===== src/rtl/wyswietlacz_mux_if.sv =====
// wyswietlacz_mux_if: data, control and display-pin signals of the multiplexed 7-segment driver
interface wyswietlacz_mux_if #(
    parameter int N_CYFR = 4
);
    logic [4*N_CYFR-1:0] dane;
    logic [N_CYFR-1:0]   kropki;
    logic                zapisz;
    logic                wygas_zera;
    logic [3:0]          jasnosc;
    logic [6:0]          seg;
    logic                dp;
    logic [N_CYFR-1:0]   anody;
    logic                ramka;
    modport master (output dane, kropki, zapisz, wygas_zera, jasnosc, input seg, dp, anody, ramka);
    modport slave (input dane, kropki, zapisz, wygas_zera, jasnosc, output seg, dp, anody, ramka);
endinterface


===== src/rtl/wyswietlacz_mux.sv =====
// wyswietlacz_mux: time-multiplexed N-digit hex display driver with double buffering, blanking and PWM
module wyswietlacz_mux #(
    parameter int N_CYFR = 4,
    parameter int DZIELNIK = 1000
) (
    input logic clk,
    input logic rst_n,
    wyswietlacz_mux_if.slave bus
);
    localparam int PW = $clog2(DZIELNIK);
    localparam int IW = N_CYFR > 1 ? $clog2(N_CYFR) : 1;
    localparam int WW = PW + 5;
    localparam logic [15:0][6:0] HEX = {7'h0E, 7'h06, 7'h21, 7'h46, 7'h03, 7'h08, 7'h10, 7'h00,
                                        7'h78, 7'h02, 7'h12, 7'h19, 7'h30, 7'h24, 7'h79, 7'h40};
    logic [PW-1:0]       p;
    logic [IW-1:0]       i;
    logic [4*N_CYFR-1:0] pend_d, disp_d;
    logic [N_CYFR-1:0]   pend_k, disp_k, zr, an_n;
    logic [3:0]          nib;
    logic [6:0]          seg_n;
    logic [WW-1:0]       lhs, rhs;
    logic                koniec, ramka, lit, z;
    always_comb begin
        koniec = p == PW'(DZIELNIK - 1);
        ramka = koniec && i == IW'(N_CYFR - 1);
        nib = disp_d[{i, 2'b00} +: 4];
        z = 1'b1;
        zr = '0;
        for (int k = N_CYFR - 1; k >= 0; k--) begin
            z = z && disp_d[4*k +: 4] == 4'd0;
            zr[k] = z;
        end
        seg_n = (bus.wygas_zera && i != '0 && zr[i]) ? 7'h7F : HEX[nib];
        lhs = WW'(p) << 4;
        rhs = (WW'(bus.jasnosc) + WW'(1)) * WW'(DZIELNIK);
        // prescaler 0 is the dead cycle between digits
        lit = p != '0 && lhs < rhs;
        an_n = lit ? ~(N_CYFR'(1) << i) : '1;
    end
    assign bus.ramka = ramka;
    always_ff @(posedge clk or negedge rst_n) begin
        if (!rst_n) begin
            p <= '0;
            i <= '0;
            pend_d <= '0;
            pend_k <= '0;
            disp_d <= '0;
            disp_k <= '0;
            bus.seg <= 7'h7F;
            bus.dp <= 1'b1;
            bus.anody <= '1;
        end else begin
            p <= koniec ? '0 : p + PW'(1);
            if (koniec) i <= ramka ? '0 : i + IW'(1);
            if (bus.zapisz) begin
                pend_d <= bus.dane;
                pend_k <= bus.kropki;
            end
            if (ramka) begin
                disp_d <= bus.zapisz ? bus.dane : pend_d;
                disp_k <= bus.zapisz ? bus.kropki : pend_k;
            end
            bus.seg <= seg_n;
            bus.dp <= ~disp_k[i];
            bus.anody <= an_n;
        end
    end
endmodule

===== src/flat_wrapper.sv =====
// flat-port wrapper written by rule: the top's interface ports become plain ports
module wyswietlacz_mux_flat 
#(
    parameter int N_CYFR = 4,
    parameter int DZIELNIK = 1000
)
  (clk, rst_n, bus_dane, bus_kropki, bus_zapisz, bus_wygas_zera, bus_jasnosc, bus_seg, bus_dp, bus_anody, bus_ramka);
  wyswietlacz_mux_if #(.N_CYFR(N_CYFR)) bus_i ();
  input logic clk;
  input logic rst_n;
  input wire logic [$bits(bus_i.dane)-1:0] bus_dane;
  input wire logic [$bits(bus_i.kropki)-1:0] bus_kropki;
  input wire logic [$bits(bus_i.zapisz)-1:0] bus_zapisz;
  input wire logic [$bits(bus_i.wygas_zera)-1:0] bus_wygas_zera;
  input wire logic [$bits(bus_i.jasnosc)-1:0] bus_jasnosc;
  output wire logic [$bits(bus_i.seg)-1:0] bus_seg;
  output wire logic [$bits(bus_i.dp)-1:0] bus_dp;
  output wire logic [$bits(bus_i.anody)-1:0] bus_anody;
  output wire logic [$bits(bus_i.ramka)-1:0] bus_ramka;
  assign bus_i.dane = bus_dane;
  assign bus_i.kropki = bus_kropki;
  assign bus_i.zapisz = bus_zapisz;
  assign bus_i.wygas_zera = bus_wygas_zera;
  assign bus_i.jasnosc = bus_jasnosc;
  assign bus_seg = bus_i.seg;
  assign bus_dp = bus_i.dp;
  assign bus_anody = bus_i.anody;
  assign bus_ramka = bus_i.ramka;
  wyswietlacz_mux #(.N_CYFR(N_CYFR), .DZIELNIK(DZIELNIK)) u_core (.clk(clk), .rst_n(rst_n), .bus(bus_i));
endmodule

===== config.mk =====
export PLATFORM = sky130hd
export DESIGN_NAME = wyswietlacz_mux_flat
export DESIGN_NICKNAME = d
export VERILOG_FILES = /design/src/rtl/wyswietlacz_mux_if.sv /design/src/rtl/wyswietlacz_mux.sv /design/src/flat_wrapper.sv
export SDC_FILE = /design/constraint.sdc
export NUM_CORES = 1
export LEC_CHECK = 0
export ABC_CLOCK_PERIOD_IN_PS = 5000
export CORE_MARGIN = 1
export CORE_UTILIZATION = 40
export CTS_CLUSTER_DIAMETER = 40
export DETAILED_ROUTE_END_ITERATION = 6
export REMOVE_ABC_BUFFERS = 1
export SYNTH_ARGS = -nofsm -noshare
export SYNTH_HDL_FRONTEND = slang
export SYNTH_SLANG_ARGS = --single-unit

===== constraint.sdc =====
create_clock -name clk -period 5 [get_ports clk]
set_clock_uncertainty 0.1 [all_clocks]
set_input_delay 0.75 -clock clk [delete_from_list [all_inputs] [get_ports clk]]
set_output_delay 0.75 -clock clk [all_outputs]
set_load 0.01 [all_outputs]

# ---- Yosys cells after proc, flatten, opt, wreduce, memory -nomap -nowiden
# Memories as Yosys holds them, arrays and structs flattened.
# Cells that the tools add are included.
dict set report op_classes {
  add_sub_neg 3
  mul 1
  n_lt_le_gt_ge 3
  eq_ne 2
  shift 2
  n_mux 11
  bitwise_logic 2
  reduce_logical 13
}
# operator count
set op_table {}
lappend op_table {{4-bit logical NOT} 4}
lappend op_table {{16-bit 2-to-1 mux} 1}
lappend op_table {{16-bit by 5-bit indexed part select with 4-bit output} 1}
lappend op_table {{14-bit by 15-bit < comparator with 1-bit output} 1}
lappend op_table {{15-bit by 7-bit multiplier with 12-bit output, second input constant} 1}
lappend op_table {{7-bit 2-to-1 mux} 2}
lappend op_table {{10-bit by 1-bit adder with 10-bit output, second input constant} 1}
lappend op_table {{10-bit == test, second input constant} 1}
lappend op_table {{10-bit 2-to-1 mux} 1}
lappend op_table {{10-bit nonzero test} 1}
lappend op_table {{4-bit 2-to-1 mux} 2}
lappend op_table {{1-bit logical AND} 7}
lappend op_table {{4-bit by 1-bit adder with 5-bit output, second input constant} 1}
lappend op_table {{4-bit by 5-bit < comparator with 1-bit output, second input constant} 1}
lappend op_table {{1-bit binary-select mux with 2-bit select} 2}
lappend op_table {{4-bit NOT} 1}
lappend op_table {{1-bit by 2-bit left shift with 4-bit output, first input constant} 1}
lappend op_table {{2-bit by 3-bit < comparator with 1-bit output, second input constant} 1}
lappend op_table {{2-bit by 1-bit adder with 2-bit output, second input constant} 1}
lappend op_table {{2-bit == test, second input constant} 1}
lappend op_table {{1-bit 2-to-1 mux} 2}
lappend op_table {{2-bit 2-to-1 mux} 1}
lappend op_table {{2-bit nonzero test} 1}
lappend op_table {{1-bit NOT} 1}
dict set report word_totals {
  reg_bits 64
  mem_bits_ro 112
  in_bits 28
  output_inout_bits 13
  wordCells 47
  mem_count 1
}
# name words word_bits rd rd_clocked_by_memory_dff wr line
set memory_table {}
lappend memory_table {{(name not given)} 16 7 1 0 0 wyswietlacz_mux.sv:33} ;# seg_n = (bus.wygas_zera && i != '0 && zr[i]) ? 7'h7F : HEX[nib];

# ---- Depth between registers and ports, before layout
# Gate-level depths: netlist of the first run.
dict set report logic_depth {
  word_depth 8
  ltp_mapped 18
  mapped_depth_nobuf 18
}

# ---- Worst setup path before layout of the first run
# No wires, ideal clock.
dict set report synth_path {
  kind {input to register}
  from {input port bus_jasnosc[0]}
  to {register u_core.bus.anody[0]}
  setup_time_ns 0.096
  arrival_time_ns 4.849
  t_required_ns 4.804
  slack_ns -0.045
  cell_stages 16
  path_cell_list {ha_1 -> xor2_1 -> inv_1 -> fa_1 -> fa_1 -> fa_1 -> inv_1 -> ha_1 -> o211ai_1 -> o21ai_0 -> xnor2_1 -> ha_1 -> a211oi_1 -> o21ai_0 -> a221oi_1 -> o31ai_1}
}
dict set report synth_between {
  elab_chain_cells 5
}
# element line
set synth_lines {}
lappend synth_lines {{from (decl)} flat_wrapper.sv:15} ;# input wire logic [$bits(bus_i.jasnosc)-1:0] bus_jasnosc;
lappend synth_lines {{4-bit by 1-bit adder with 5-bit output} wyswietlacz_mux.sv:35} ;# rhs = (WW'(bus.jasnosc) + WW'(1)) * WW'(DZIELNIK);
lappend synth_lines {{15-bit by 7-bit multiplier with 12-bit output} wyswietlacz_mux.sv:35}
lappend synth_lines {{14-bit by 15-bit < comparator with 1-bit output} wyswietlacz_mux.sv:37} ;# lit = p != '0 && lhs < rhs;
lappend synth_lines {{1-bit logical AND} wyswietlacz_mux.sv:37}
lappend synth_lines {{4-bit 2-to-1 mux} wyswietlacz_mux.sv:38} ;# an_n = lit ? ~(N_CYFR'(1) << i) : '1;
lappend synth_lines {{named net u_core.an_n[0]} wyswietlacz_mux.sv:18} ;# logic [N_CYFR-1:0] pend_k, disp_k, zr, an_n;
lappend synth_lines {{to (signal assigned)} wyswietlacz_mux.sv:65} ;# bus.anody <= an_n;
lappend synth_lines {{to (decl)} wyswietlacz_mux_if.sv:15} ;# modport slave (input dane, kropki, zapisz, wygas_zera, jasnosc, output seg, dp, anody, ramka);
# The timed path passes the listed nets, and every way through them passes these cells.
# A chain may end at the register's enable or synchronous reset.

# ---- Worst setup path in the final report of the first run
dict set report layout_path {
  from {input port bus_jasnosc[0]}
  to {register u_core.bus.anody[2]}
}
# Same word-level chain as after synthesis.

==> run summary, run 1 <==
The effective utilization at floorplan is 41.0%. The worst hold path begins at u_core.pend_d[4]. TritonCTS created 9 clock buffers.

For hold timing, the worst endpoint is u_core.pend_d[4]. The layout overhead on the synthesized area is 26.7%. The count of H-tree levels built during CTS came out at 3.

The final worst setup slack came out at 0.258 ns. The classification of the worst-slack hold path is flop to flop. The largest individual stage delay along the critical path comes from the cell sky130_fd_sc_hd__fa_1. The top cell type by area accounts for 32.6% of the synthesized area. The data arrival time of the critical path is 4.90 ns. The die outline width is 102 µm. The worst setup path is launched from an input pin. The clock latency reported for the late side of the worst-skew pair came out at 0.34 ns. Wires add up to 7480 µm. The final instance count without filler cells came out at 553. The count of buffers from port buffering is 40. The number of pins exceeding their max-slew limit in the final report is 0. The total track usage is 16.1%. The placed wire-length estimate after detailed placement came out at 5760 µm. The overall die area came out at 0.0104 mm².

The number of failing setup endpoints in the final timing report came out at 0. The critical path's top delay family is adder cells. The most common cell after layout, fill and taps aside is sky130_fd_sc_hd__dfrtp_1. The tool flagged a number of max-cap violations equal to 0. The number of buffers added to fix hold violations after cts is 0. Of the cells placed in the final design, the portion with a size suffix greater than 1 is 29.3%. Sorting the synthesized cells by area gives the leading types as sky130_fd_sc_hd__dfrtp_1, sky130_fd_sc_hd__ha_1, sky130_fd_sc_hd__mux2_2. The die height is 102 µm.

The clock tree from TritonCTS is built. Summing the sequential cell areas from Yosys gives 40.5% of the chip area. The worst register-to-register path ends at u_core.disp_d[9].

The initial detailed-routing violation count is 74. The worst setup slack for register-to-register paths is 2.21 ns. The average routed wire per standard cell came out at 13.5 µm. The placeable core region came out at 0.00973 mm². The placed standard-cell area is 0.00470 mm². Among all flip-flop cells after synthesis, the most frequent one is sky130_fd_sc_hd__dfrtp_1. The number of antenna repair diodes is 0. The initial antenna violation count is 0. The count of nets left with antenna violations once routing finished came out at 0. The worst slack after detailed placement came out at -0.726 ns. The cell total after placement is 535. In this run, synthesis inferred 0 flip-flops with an integrated enable. Entering global routing, the biggest net connects 65 pins. The deepest clock path buffer count is 2. The DRC violations left is 0. The post-route cell area came out at 0.00505 mm². The first global-routing pass estimated 13000 µm of wire.

The data required time at the worst endpoint is 5.16 ns. The clock sink total is 64. The start point of the critical path is bus_jasnosc[0]. The total of flip-flops plus latches after synthesis is 64. The maximum operating frequency came out at 0.211 GHz.

Global routing finished with a remaining overflow of 0. Hold is met by 0.397 ns. The share of async-settable or async-resettable flops after synthesis is 100%. The worst setup path is captured at a flop.

Synthesis handed over a netlist of 344 instances. The number of hold-slack violations in the final timing report is 0. During synthesis, Yosys emitted a total of 0 warnings. The buffers plus inverters on the worst setup path is 3. In this run the critical register-to-register path is launched from u_core.p[0]. The measured slew at the worst slew-check pin is 1.05 ns. The tree is rooted in a sky130_fd_sc_hd__clkbuf_8. The time the final worst path needs with I/O delays and setup is 4.74 ns. The worst reg-to-reg path cell count came out at 5. The clock-pin slew reported for the worst setup and hold paths after clock tree synthesis came out at 0.07 ns. The pre-antenna-repair detailed-routing pass consisted of 6 iterations.

In this run the count of I/O pins placed on the die edge is 41. The critical path's largest stage delay is 0.54 ns. The number of instances on the worst hold path came out at 1.

The via count of the first global-routing pass came out at 2776. The critical path in this run is classified as input pin to flop. In the layout the commonest cells are sky130_fd_sc_hd__dfrtp_1, sky130_fd_sc_hd__mux2_2, sky130_fd_sc_hd__ha_1.

IR analysis of the VDD net gives a maximum drop of 0.175 mV. After synthesis the cells add up to 0.00399 mm². The ratio of routed vias to standard cells came out at 5.03.

The total number of placement rows came out at 36. The run finished with clean final reports. The headroom to the max-slew limit came out at 30.1%. The total power density per cell area is 346 mW/mm².

In this run the worst path has a maximum fanout of 4. Of the available clock period, the critical path in the final layout requires 94.8%. After the last flow step, the layout net total stands at 495.

The critical path goes through dlygate4sd2_1 > and2_4 > nand2_2 > xnor2_2 > fa_2 > fa_1 > fa_1 > inv_1 > ha_4 > o211ai_1 > o21ai_1 > xnor2_1 > ha_2 > a211oi_2 > o21ai_1 > a221oi_2 > buf_4 > o31ai_1. The average instance in the mapped netlist occupies 11.6 µm². The count of cell types in the netlist came out at 46.

The static leakage came out at 2.31 nW. Summing over every cut layer, the via total after detailed routing is 2780. The top cell type by total area after synthesis is sky130_fd_sc_hd__dfrtp_1. The weighted congestion at the end of routability-driven global placement came out at 0.839.
power by group:
part           switching (mW)  internal [mW]
clock network           0.195          0.345
registers              0.0116          0.554
logic                   0.309          0.331
total                   0.516           1.23
synth_stat cells (all sizes together) (6+ instances only):
master and count:
a21oi 11, and2 8, dfrtp 52, dfstp 12, fa 10, ha 42
inv 38, mux2 40, mux4 6, nand2 12, nor2 13, nor3 6
nor4 8, o21ai 12, xnor2 8, xor2 8
cell type report:
cell class	count	area [µm²]
well taps	133	166
clock buffers	11	141
multi-input cells	233	2260
fillers	900	4680
inverters	38	143
clock inverters	5	104
flip-flops and latches	64	1620
repair buffers	69	617
worst max path at each step:
stage,to,slack [ns],depth (start not counted)
floorplan,u_core.bus.anody[0],-0.05,16
global placement,u_core.bus.anody[1],-0.45,18
detailed placement,u_core.bus.anody[1],-0.73,18
CTS,u_core.bus.anody[1],0.09,17
global route,u_core.bus.anody[2],-0.01,18
finish,u_core.bus.anody[2],0.26,18
layer usage:
metal | up-vias | part of all wire [%] | GRT usage (%)
li1 | 1353 | - | -
met1 | 1361 | 46 | 20.7
met2 | 55 | 49 | 27.1
met3 | 11 | 4.2 | 3.90
met4 | 0 | 0.79 | 4.51
met5 | - | 0 | 0
timing repair:
| action | CTS | global route |
|---|---|---|
| setup endpoints to repair | 4 | 4 |
| buffers inserted | 1 | 1 |
| pin swaps | 11 | 5 |
| gates resized for setup | 17 | 9 |
registers in the layout, summed over array words and instances (netlist names):
| signal | count |
|---|---|
| u_core.p | 10 |
| u_core.pend_k | 4 |
| u_core.bus.seg | 7 |
| u_core.disp_k | 4 |
| u_core.pend_d | 16 |
| u_core.bus.dp | 1 |
| u_core.bus.anody | 4 |
| u_core.i | 2 |
| u_core.disp_d | 16 |
cells by family after synthesis:
logic type / Yosys count / synth area share, %
mux: 48 / 15.5
fa+ha+maj: 52 / 18.2
flops: 64 / 40.5
buf+inv: 47 / 4.86
simple gates: 72 / 10.2
compound gates: 45 / 7.19
xor+xnor: 16 / 3.51
per-stage QoR:
stage / power (mW) / utilization (%) / TNS [ns]
floorplan: 0.935 / - / -0.181
global placement: 1.13 / 48.3 / -1.79
detailed placement: 1.15 / 48.3 / -2.89
CTS: 1.74 / 51.6 / 0
global route: 1.87 / 51.9 / -0.0151
finish: 1.75 / 51.9 / 0
Power figures use the tool's default switching activity.
==> run 2, diff against run 1 <==
- GPL_TIMING_DRIVEN: not set -> 1
==> results of run 2 <==
Final layout, timing and power as in run 1 (identical DEF).
